**src/rtl/jk_drive_seq_if.sv**
```systemverilog
// jk_drive_seq_if: request handshake, JK drive and bank feedback bundle for jk_drive_seq.
interface jk_drive_seq_if #(parameter int WIDTH = 4);
  logic             req_valid;
  logic             req_ready;
  logic [WIDTH-1:0] req_value;
  logic [WIDTH-1:0] q_fb;
  logic [WIDTH-1:0] j_out;
  logic [WIDTH-1:0] k_out;
  logic             busy;
  logic             done;
  logic             err;
  logic [WIDTH-1:0] err_mask;
  modport master (
    output req_valid, req_value, q_fb,
    input  req_ready, j_out, k_out, busy, done, err, err_mask
  );
  modport slave (
    input  req_valid, req_value, q_fb,
    output req_ready, j_out, k_out, busy, done, err, err_mask
  );
endinterface

```
**src/rtl/jk_drive_seq.sv**
```systemverilog
// jk_drive_seq: drives a JK flip-flop bank towards a target word with set/reset pulses,
// verifies the Q feedback after a settle period and retries a bounded number of times.
module jk_drive_seq #(
  parameter int WIDTH     = 4,
  parameter int SETTLE    = 1,
  parameter int MAX_RETRY = 3
) (
  input logic           clk,
  input logic           rst,
  jk_drive_seq_if.slave bus
);
  typedef enum logic [1:0] {IDLE, DRIVE, WAIT, CHECK} state_t;
  state_t           state, state_nx;
  logic [WIDTH-1:0] target;
  logic [3:0]       retry_cnt;
  logic [3:0]       settle_cnt;
  logic             accept;
  logic             match;
  logic             retry;
  assign accept = bus.req_valid && (state == IDLE);
  assign match  = bus.q_fb == target;
  assign retry  = retry_cnt < 4'(MAX_RETRY);
  always_ff @(posedge clk or negedge rst)
    if (!rst) state <= IDLE;
    else      state <= state_nx;
  always_comb begin
    state_nx = state;
    unique case (state)
      IDLE:    state_nx = accept ? DRIVE : IDLE;
      DRIVE:   state_nx = WAIT;
      WAIT:    state_nx = (settle_cnt == 4'(SETTLE - 1)) ? CHECK : WAIT;
      CHECK:   state_nx = (!match && retry) ? DRIVE : IDLE;
      default: state_nx = IDLE;
    endcase
  end
  always_comb begin
    bus.req_ready = state == IDLE;
    bus.busy      = state != IDLE;
  end
  // Drive words are only ever set/reset masks, so J and K cannot overlap on a bit.
  always_ff @(posedge clk or negedge rst)
    if (!rst) begin
      bus.j_out    <= '0;
      bus.k_out    <= '0;
      bus.done     <= 1'b0;
      bus.err      <= 1'b0;
      bus.err_mask <= '0;
      target       <= '0;
      retry_cnt    <= '0;
      settle_cnt   <= '0;
    end else begin
      bus.j_out  <= '0;
      bus.k_out  <= '0;
      bus.done   <= (state == CHECK) && match;
      bus.err    <= (state == CHECK) && !match && !retry;
      settle_cnt <= (state == WAIT) ? settle_cnt + 4'd1 : 4'd0;
      if (accept) begin
        target       <= bus.req_value;
        retry_cnt    <= '0;
        bus.err_mask <= '0;
        bus.j_out    <= bus.req_value & ~bus.q_fb;
        bus.k_out    <= ~bus.req_value & bus.q_fb;
      end
      if ((state == CHECK) && !match) begin
        if (retry) begin
          retry_cnt <= retry_cnt + 4'd1;
          bus.j_out <= target & ~bus.q_fb;
          bus.k_out <= ~target & bus.q_fb;
        end else begin
          bus.err_mask <= target ^ bus.q_fb;
        end
      end
    end
endmodule

```
**src/flat_wrapper.sv**
```systemverilog
// flat-port wrapper written by rule: the top's interface ports become plain ports
module jk_drive_seq_flat 
#(
  parameter int WIDTH     = 4,
  parameter int SETTLE    = 1,
  parameter int MAX_RETRY = 3
)
  (clk, rst, bus_req_valid, bus_req_value, bus_q_fb, bus_req_ready, bus_j_out, bus_k_out, bus_busy, bus_done, bus_err, bus_err_mask);
  jk_drive_seq_if #(.WIDTH(WIDTH)) bus_i ();
  input logic clk;
  input logic rst;
  input wire logic [$bits(bus_i.req_valid)-1:0] bus_req_valid;
  input wire logic [$bits(bus_i.req_value)-1:0] bus_req_value;
  input wire logic [$bits(bus_i.q_fb)-1:0] bus_q_fb;
  output wire logic [$bits(bus_i.req_ready)-1:0] bus_req_ready;
  output wire logic [$bits(bus_i.j_out)-1:0] bus_j_out;
  output wire logic [$bits(bus_i.k_out)-1:0] bus_k_out;
  output wire logic [$bits(bus_i.busy)-1:0] bus_busy;
  output wire logic [$bits(bus_i.done)-1:0] bus_done;
  output wire logic [$bits(bus_i.err)-1:0] bus_err;
  output wire logic [$bits(bus_i.err_mask)-1:0] bus_err_mask;
  assign bus_i.req_valid = bus_req_valid;
  assign bus_i.req_value = bus_req_value;
  assign bus_i.q_fb = bus_q_fb;
  assign bus_req_ready = bus_i.req_ready;
  assign bus_j_out = bus_i.j_out;
  assign bus_k_out = bus_i.k_out;
  assign bus_busy = bus_i.busy;
  assign bus_done = bus_i.done;
  assign bus_err = bus_i.err;
  assign bus_err_mask = bus_i.err_mask;
  jk_drive_seq #(.WIDTH(WIDTH), .SETTLE(SETTLE), .MAX_RETRY(MAX_RETRY)) u_core (.clk(clk), .rst(rst), .bus(bus_i));
endmodule
```
**config.mk**
```make
export PLATFORM = sky130hd
export DESIGN_NAME = jk_drive_seq_flat
export DESIGN_NICKNAME = d
export VERILOG_FILES = /design/src/rtl/jk_drive_seq_if.sv /design/src/rtl/jk_drive_seq.sv /design/src/flat_wrapper.sv
export SDC_FILE = /design/constraint.sdc
export NUM_CORES = 1
export LEC_CHECK = 0
export ABC_AREA = 1
export CAP_MARGIN = 20
export CORE_MARGIN = 2
export CORE_UTILIZATION = 60
export CTS_BUF_LIST = sky130_fd_sc_hd__clkbuf_2
export DETAILED_ROUTE_END_ITERATION = 16
export DONT_BUFFER_PORTS = 1
export MAX_ROUTING_LAYER = met4
export PLACE_DENSITY_LB_ADDON = 0.12
export SLEW_MARGIN = 20
export SYNTH_ARGS = -nofsm -noshare
export SYNTH_HDL_FRONTEND = slang
export SYNTH_SLANG_ARGS = --single-unit
export TNS_END_PERCENT = 20
```
**constraint.sdc**
```tcl
create_clock -name clk -period 1.8 [get_ports clk]
set_input_delay 0.54 -clock clk [delete_from_list [all_inputs] [get_ports clk]]
set_output_delay 0.54 -clock clk [all_outputs]
set_load 0.01 [all_outputs]
```
==> impl_results.md <==
* Post-synth top area share at 0.4746
* Yosys reg bits at 28
* Mapped Cells at 171
* CP arrival at 1.14 ns
* Placement Setup Slack at 0.1583 ns
* Yosys warns at 0
* Final Hold Viols at 0
* Synth Area in XOR/XNOR at 0.005932
* Core Box Area at 2276 um2
* Post-route antenna net violation count at 0
* GRT overflow at 0
* Post-synthesis adder-cell area fraction at 0.1271
* Routed WL at 2804 um
* CTS root buf: clkbuf_2
* Synthesized area per cell at 8.634 um2
* Die Width at 53.61 um
* Setup crit start kind: register
* Compound-gate portion of the synthesized area at 0.02373
* Synthesized cell area at 1476 um2
* VDD IR max at 0.8360 mV
* Critical R2R Capture: u_core.retry_cnt[1]$_DFF_PN0_
* Detailed placement HPWL at 2003 um
* Critical path's slowest cell: dfrtp_1
* MaxCap Viol Count at 0
* Syn Nets at 197
* Die area at 2874 um2
* Skew final at 0.01216 ns
* First-pass GRT wire length at 4747 um
* Drt wl/cell at 13.68 um
* CP max FO at 3
* Cell taking the most area after synthesis: dfrtp_1
* N_diodes at 0
* Seq/Total Area, Yosys at 0.4746
* Setup ws final at 0.1250 ns
* Row cnt at 17
* Pins Over Slew Limit at 0
* CTS tree: done
* Hold EP: u_core.bus.j_out[3]$_DFF_PN0_
* Worst path cell trace: inv_1 -> ha_4 -> inv_1
* # DRC at 0
* Share of cells above drive strength 1 at 0.1017
* Final setup vio count at 0
* Power density over the cells at 1371 nW/um2
* Sink Count at 28
* Crit path max-delay family: flip-flops
* Simple-Gate Fraction of Synth Area at 0.2627
* Critical path buffer and inverter count at 2
* Top cells by area, synth: dfrtp_1, ha_1, nand2_1
* Clock transition at path regs at 0.24 ns
* Final min period at 1.675 ns
* H-tree depth at 1
* Synth async-reset ratio at 1.000
* Pre-antenna DRT Iters at 4
* Final hold slack at 0.2801 ns
* RSZ-0062 raised after global routing: no
* Reg2reg start: u_core.target[1]$_DFFE_PN0P_
* Max stage delay on crit path at 0.43 ns
* Gr usage total at 0.2401
* Setup crit end kind: output port
* Pleak at 0.8691 nW
* Hold Path Depth at 3
* Buffers on Ports at 0
* R2R cell count at 7
* Most frequent CP cell: inv_1
* Die Ht at 53.61 um
* Fillcell total at 172
* Relative slew margins at 0.8090
* Vias in the first global route at 1,090
* Fmax at 597.0 MHz
* Multi-input gate area at 631.9 um2
* RD Place Congestion at 0.7763
* Ratio of final minimum period to clock period at 0.9306
* Outcome: finished clean
* Initial Utilization at 0.6487
* Count of different cell masters after synthesis at 19
* Hold Crit Class: in -> reg
* Vias at 1,079
* CP required at 1.26 ns
* Worst Tran Pin Value at 0.2861 ns
* Worst skew pair latency at 0.37 ns
* IO Pins at 27
* Critical path class: reg -> out
* Setup TNS at 0 ns
* Worst hold start: bus_q_fb[3]
* Area delta synth->final at 6.017%
* Post-synth top flop: dfrtp_1
* Post-synthesis mux area share at 0
* Final nets at 205
* Post-synth EDFFs at 0
* Initial antenna violation count at 0
* Combinational family with the most area after synthesis: simple AND/OR/NAND/NOR gates
* Largest net degree at the start of global routing at 29
* R2r setup slk at 0.36 ns
* CTS max path bufs at 2
* Vias per cell at 5.263
* Register Area at 700.7 um2
* Initial drt markers at 24
* Final core occ at 0.6877
* CTS Buf Count at 3
==> area by class of cell <==
class / instances / share of cell area
Clock buffer: 3 / 0.009592
Inverter: 32 / 0.07834
Multi-Input combinational cell: 108 / 0.4037
Sequential cell: 28 / 0.4476
Tap cell: 28 / 0.02238
Timing Repair Buffer: 6 / 0.03837
==> state kept, by name, summed over array words and instances, names as in the netlist <==
| signal | count |
|---|---|
| u_core.bus.k_out | 4 |
| u_core.bus.j_out | 4 |
| u_core.state | 2 |
| u_core.bus.err_mask | 4 |
| u_core.settle_cnt | 4 |
| u_core.bus.done | 1 |
| u_core.retry_cnt | 4 |
| u_core.target | 4 |
| u_core.bus.err | 1 |
==> tightest hold or removal path: stages <==
cell,delay [ns]
nor2_1,0.02
nand2_1,0.05
nand2_1,0.04
==> worst max path at each step <==
stage	to	cells past startpoint	slack, ns	start
floorplan	u_core.bus.j_out[0]$_DFF_PN0_	8	0.31	bus_q_fb[0]
global placement	u_core.retry_cnt[1]$_DFF_PN0_	8	0.21	bus_q_fb[1]
detailed placement	u_core.bus.err_mask[2]$_DFF_PN0_	8	0.16	bus_q_fb[0]
CTS	bus_busy	3	0.004	u_core.state[1]$_DFF_PN0_
global route	bus_busy	3	0.01	u_core.state[1]$_DFF_PN0_
finish	bus_busy	3	0.12	u_core.state[1]$_DFF_PN0_
==> metrics by stage <==
stage	instances	power (mW)	cell area, um2
finish	205	2.146	1565
global route	205	2.354	1565
CTS	204	2.116	1548
detailed placement	198	1.850	1493
global placement	198	1.792	1493
floorplan	171	1.665	1476
==> logic make-up after synthesis <==
logic type / after synthesis
AO/OA/AOI/OAI: 7
XOR/XNOR: 1
adder cells (fa/ha/maj): 15
buffers and inverters: 35
flip-flops: 28
AND/OR/NAND/NOR: 85
==> placed cells by master (no fill, tap or decap), types with 2 or more instances in the layout <==
| master | count |
|---|---|
| buf_4 | 4 |
| nor3_1 | 4 |
| ha_1 | 14 |
| inv_2 | 3 |
| a21oi_1 | 2 |
| nand3_1 | 12 |
| nor2_1 | 18 |
| o21ai_0 | 5 |
| nand3b_1 | 4 |
| clkbuf_2 | 3 |
| dfrtp_1 | 28 |
| inv_1 | 28 |
| nand2_1 | 42 |
==> report_power, final <==
group	internal [mW]	total (mW)	switching, mW
sequential	0.821	0.990	0.169
clock	0.0452	0.224	0.178
combinational	0.364	0.932	0.569
total	1.23	2.15	0.916
==> Yosys cell counts, types with 2 or more instances <==
library cell / n
a21oi_1: 2
buf_6: 3
dfrtp_1: 28
ha_1: 15
inv_1: 29
inv_2: 2
nand2_1: 42
nand3_1: 12
nand3b_1: 4
nor2_1: 18
nor3_1: 4
o21ai_0: 5
==> layer usage <==
metal  track usage  vias up  routed length [um]
met1        0.2837      507                1218
met4       0.08547        0                  46
met3       0.07778        7                 169
met2        0.3848       35                1370
li1              -      530                   -
met5             -        -                   0
==> what timing repair did <==
action,CTS,global route
hold buffers,2,0
hold endpoints to repair,28,0
setup endpoints to repair,1,2
pin swaps,0,0
setup buffers,1,1
gates resized for setup,1,2
Note: power is estimated with default switching activity, not from simulation.
